**src/rtl/spi_ram_slave_burst.sv**
```systemverilog
// spi_ram_slave_burst: SPI slave with embedded single-port RAM, configurable width/depth/dummy cycles/burst
module spi_ram_slave_burst #(
  parameter int ADDR_W   = 8,
  parameter int DATA_W   = 8,
  parameter int RD_DUMMY = 2,
  parameter int BURST_EN = 1
) (
  input  logic clk,
  input  logic rst_n,
  input  logic SS_n,
  input  logic MOSI,
  output logic MISO,
  output logic busy,
  output logic frame_err
);
  localparam int SH_W = ADDR_W > DATA_W ? ADDR_W : DATA_W;
  localparam int CW   = $clog2((SH_W > RD_DUMMY ? SH_W : RD_DUMMY) + 1);
  typedef enum logic [2:0] {IDLE, CMD, WADDR, WDATA, RADDR, RDUMMY, RDATA, DONE} state_t;
  state_t state_q, state_d;
  logic [CW-1:0] cnt_q, cnt_d, cnt_inc;
  logic [SH_W-1:0] sh_q, sh_d, shin;
  logic [ADDR_W-1:0] wr_ptr_q, wr_ptr_d, rd_ptr_q, rd_ptr_d;
  logic miso_q, miso_d, err_q, err_d, we, load;
  logic [DATA_W-1:0] mem [2**ADDR_W];
  logic [DATA_W-1:0] rd_word_q, wdata;
  assign MISO = miso_q;
  assign busy = state_q != IDLE;
  assign frame_err = err_q;
  // Next state, shift/count datapath and pointer updates; a word load also serves burst continuation
  always_comb begin
    state_d = state_q;
    cnt_inc = cnt_q + CW'(1);
    cnt_d = cnt_q;
    shin = {sh_q[SH_W-2:0], MOSI};
    sh_d = shin;
    wdata = shin[DATA_W-1:0];
    miso_d = 1'b0;
    wr_ptr_d = wr_ptr_q;
    rd_ptr_d = rd_ptr_q;
    we = 1'b0;
    err_d = 1'b0;
    load = !SS_n && ((state_q == RDUMMY && cnt_q == CW'(RD_DUMMY - 1)) ||
                     (state_q == RDATA && cnt_q == CW'(DATA_W - 1) && BURST_EN != 0));
    if (SS_n) begin
      state_d = IDLE;
      cnt_d = '0;
      err_d = state_q == CMD ||
              ((state_q == WADDR || state_q == RADDR || state_q == WDATA) && cnt_q != '0);
    end else begin
      case (state_q)
        IDLE: state_d = CMD;
        CMD: state_d = sh_q[0] ? (MOSI ? RDUMMY : RADDR) : (MOSI ? WDATA : WADDR);
        WADDR, RADDR: begin
          cnt_d = cnt_inc;
          if (cnt_q == CW'(ADDR_W - 1)) begin
            state_d = DONE;
            cnt_d = '0;
            wr_ptr_d = state_q == WADDR ? shin[ADDR_W-1:0] : wr_ptr_q;
            rd_ptr_d = state_q == RADDR ? shin[ADDR_W-1:0] : rd_ptr_q;
          end
        end
        WDATA: begin
          cnt_d = cnt_inc;
          if (cnt_q == CW'(DATA_W - 1)) begin
            we = 1'b1;
            cnt_d = '0;
            wr_ptr_d = BURST_EN != 0 ? wr_ptr_q + ADDR_W'(1) : wr_ptr_q;
            state_d = BURST_EN != 0 ? WDATA : DONE;
          end
        end
        RDUMMY: cnt_d = cnt_inc;
        RDATA: begin
          if (cnt_q == CW'(DATA_W - 1)) state_d = DONE;
          else begin
            miso_d = sh_q[DATA_W-1];
            sh_d = sh_q << 1;
            cnt_d = cnt_inc;
          end
        end
        default: ;
      endcase
      if (load) begin
        state_d = RDATA;
        cnt_d = '0;
        miso_d = rd_word_q[DATA_W-1];
        sh_d = SH_W'(rd_word_q) << 1;
        rd_ptr_d = BURST_EN != 0 ? rd_ptr_q + ADDR_W'(1) : rd_ptr_q;
      end
    end
  end
  // Control and datapath registers, cleared by async reset
  always_ff @(posedge clk or negedge rst_n) begin
    if (!rst_n) begin
      state_q <= IDLE;
      cnt_q <= '0;
      sh_q <= '0;
      wr_ptr_q <= '0;
      rd_ptr_q <= '0;
      miso_q <= 1'b0;
      err_q <= 1'b0;
    end else begin
      state_q <= state_d;
      cnt_q <= cnt_d;
      sh_q <= sh_d;
      wr_ptr_q <= wr_ptr_d;
      rd_ptr_q <= rd_ptr_d;
      miso_q <= miso_d;
      err_q <= err_d;
    end
  end
  // Single-port RAM: write a completed word, otherwise keep prefetching the word at rd_ptr
  always_ff @(posedge clk) begin
    if (we) mem[wr_ptr_q] <= wdata;
    else rd_word_q <= mem[rd_ptr_q];
  end
endmodule
```
**config.mk**
```make
export PLATFORM = sky130hd
export DESIGN_NAME = spi_ram_slave_burst
export DESIGN_NICKNAME = d
export VERILOG_FILES = /design/src/rtl/spi_ram_slave_burst.sv
export SDC_FILE = /design/constraint.sdc
export NUM_CORES = 2
export LEC_CHECK = 0
export ABC_AREA = 0
export BUFFER_PORTS_ARGS = -buffer_cell sky130_fd_sc_hd__buf_2
export CAP_MARGIN = 0
export CORE_MARGIN = 1.5
export CORE_UTILIZATION = 32
export CTS_CLUSTER_SIZE = 30
export DETAILED_ROUTE_END_ITERATION = 8
export GPL_ROUTABILITY_DRIVEN = 0
export GPL_TIMING_DRIVEN = 1
export PLACE_DENSITY = 0.51
export SLEW_MARGIN = 25
export SYNTH_ARGS = -nofsm -noshare
export SYNTH_HDL_FRONTEND = slang
export SYNTH_SLANG_ARGS = --single-unit
```
**constraint.sdc**
```tcl
create_clock -name clk -period 4.9 [get_ports clk]
set_clock_uncertainty 0.1 [all_clocks]
set_input_delay 0.98 -clock clk [delete_from_list [all_inputs] [get_ports clk]]
set_output_delay 0.98 -clock clk [all_outputs]
set_load 0.005 [all_outputs]
```
==> results.yml <==
outcome:
  status: "finished, final reports clean"
cells_and_area:
  post_route_cells_drive_above_1_share: 0.269
  fin_nets: 4236
  area_growth_pct: 15.9
synthesis:
  synthTopCellsByCount: "edfxtp_1, mux4_2, nor2_1"
  syn_inst: 3891
  avgSynthCellArea_um2: 20.9
  synth_seq_cells: 2089
  ys_top_cells_by_area: "edfxtp_1, mux4_2, mux2i_1"
  synthesis.nets: 3903
  seq_area_frac_synth: 0.768
  synth_top_cell_area_share: 0.758
  synth_edf_count: 2056
  synthFlopType: "edfxtp_1"
  yosysMostFrequentCell: "edfxtp_1"
  ys_warn_count: 0
  async_flop_share: 0.0158
  ys_types: 60
  synth_area_um2: 81500
  yosysTopAreaCell: "edfxtp_1"
clocking:
  postCtsSetupBuffers: 0
  ctsResizeCount: 0
  numCtsBuffers: 213
  clk_pin_slew_ns: 0.06
  cts_tree: "done"
  htreeDepth: 4
  ctsHoldBuffers: 0
  clk_latency_ns: 0.87
  cts.sinks: 2089
  clockBufferDepth: 3
  cts_root_buffer: "clkbuf_16"
setup_path:
  r2r-start: "rd_ptr_q[0]"
  cp_data_required_time_ns: 5.40
  cp_max_fo: 31
  start_kind: "register"
  cp-startpoint: "rd_ptr_q[0]"
  arrival_ns: 4.86
  crit_path_end_kind: "register"
  critPathKind: "reg -> reg"
global_routing:
  grt_pass1_wl_um: 325000
  grt_pass1_vias: 41100
  antenna_found_initial: 6
  overflow: 0
  grt_max_degree: 177
  grtUsageTotal: 0.178
hold_path:
  hold_path.class: "in -> async"
floorplan:
  fp.dieW_um: 508
  ios: 7
  die_h_um: 508
  rows: 185
  design.die.area_um2: 258000
  core_area_um2: 254000
  initial_utilization: 0.321
run:
  maxCapViolations: 0
timing:
  hold_violations: 0
  holdWs_ns: 0.178
  setup_viol: 0
  rsz0062_at_grt: "false"
  fin_crit_sh: 0.890
  relSlewSlack: 0.292
  drv_slew: 0
  max_freq_mhz: 229
  post-route-min-period_ns: 4.36
  tightest_slew_ns: 1.06
  fin_setup_tns_ns: 0
route:
  drt-vias-per-instance: 5.26
  drtAntennaViolNets: 0
  firstDrtPassIters: 9
  num_vias: 40900
  wl_um: 230000
  drt-wirelength-per-cell_um: 29.6
  drc: 0
  dr.first_iter.drc_count: 4839
power_and_ir_drop:
  power_frac_seq: 0.468
  intPower_mw: 31.8
  p_total_mw: 42.9
  p_switching_mw: 11.1
  pwr-share-comb: 0.164
  p_clk_frac: 0.368
  powerDensity_nw_per_um2: 454
  ir_worst_vdd_uv: 294
  p_sw_frac: 0.259
  p_leak_nw: 29.7
placed_design:
  hpwl_um: 142000
  port_buffers: 6
metrics by stage:
step / cells / area (µm²) / util / setup WS, ns
floorplan: 3891 / 81500 / - / 0.747
global placement: 7373 / 87700 / 0.346 / 0.472
detailed placement: 7373 / 87700 / 0.346 / 0.479
CTS: 7767 / 94400 / 0.372 / 0.442
global route: 7771 / 94400 / 0.372 / 0.353
finish: 7772 / 94400 / 0.372 / 0.539
power by group through the flow:
stage	Combinational [mW]	Sequential (mW)	Clock, mW
floorplan	4.54	20.4	0
global placement	7.12	20.4	0
detailed placement	7.11	20.5	0
CTS	7.13	20.1	16.1
global route	7.39	20.1	16.8
finish	7.04	20.1	15.8
cell usage in the layout, fill, tap and decap left out, types with 19 or more instances in the layout:
master / count
nand3_1: 28
buf_4: 310
a21oi_1: 92
clkbuf_16: 215
nand2_1: 101
a221oi_1: 42
mux2i_1: 179
dfrtp_1: 19
edfxtp_1: 2056
o21ai_0: 49
clkinv_2: 33
mux4_2: 498
clkinv_1: 40
o221ai_1: 22
nor2_1: 325
buf_12: 33
a22oi_1: 33
clkbuf_1: 72
critical path: stages (launching register included):
cell and delay (ns):
dfrtp_4 0.96, buf_4 0.64, mux4_2 0.58, a221o_1 0.34, o21ai_0 0.59, a22oi_1 0.26
or3_1 0.41, a32o_1 0.23
sequential cells by signal, summed over array words and instances, names as in the netlist:
register	cells
wr_ptr_q	8
MISO	1
rd_word_q	8
mem	2048
frame_err	1
sh_q	8
cnt_q	4
rd_ptr_q	8
state_q	3
routing by layer:
layer | global-route usage | wire length (µm) | up-vias
met3 | 0.0338 | 16100 | 312
met2 | 0.276 | 107000 | 1527
met1 | 0.254 | 99900 | 22200
met5 | 0 | 13 | -
li1 | - | - | 16900
met4 | 0.0520 | 6300 | 2
kinds of logic after synthesis:
logic type,Yosys count,share of synthesized area
AO/OA/AOI/OAI,333,0.0279
flip-flops,2089,0.768
AND/OR/NAND/NOR,527,0.0266
adder cells (fa/ha/maj),8,0.00123
multiplexers,684,0.161
XOR/XNOR,3,0.000322
buffers and inverters,247,0.0156
path summary, 6_finish.rpt:
check | endpoint | slack, ns | cells after the start
max in group asynchronous | rd_ptr_q[3] | 3.77 | 1
worst min register to register | sh_q[5] | 0.38 | 1
min in group clk | sh_q[5] | 0.38 | 1
worst max-delay path | rd_word_q[0] | 0.54 | 7
worst min-delay path | frame_err | 0.18 | 1
worst max register to register | rd_word_q[0] | 0.54 | 7
cell type report:
class / count / area, µm²
antenna: 3 / 7.51
clock buffer: 290 / 5690
clock inverter: 104 / 1030
fill: 23300 / 159000
inverter: 14 / 55.1
multi-input combinational: 1555 / 17800
sequential: 2089 / 62600
tap: 3366 / 4210
timing repair buffer: 351 / 3080
Power figures use the tool's default switching activity.
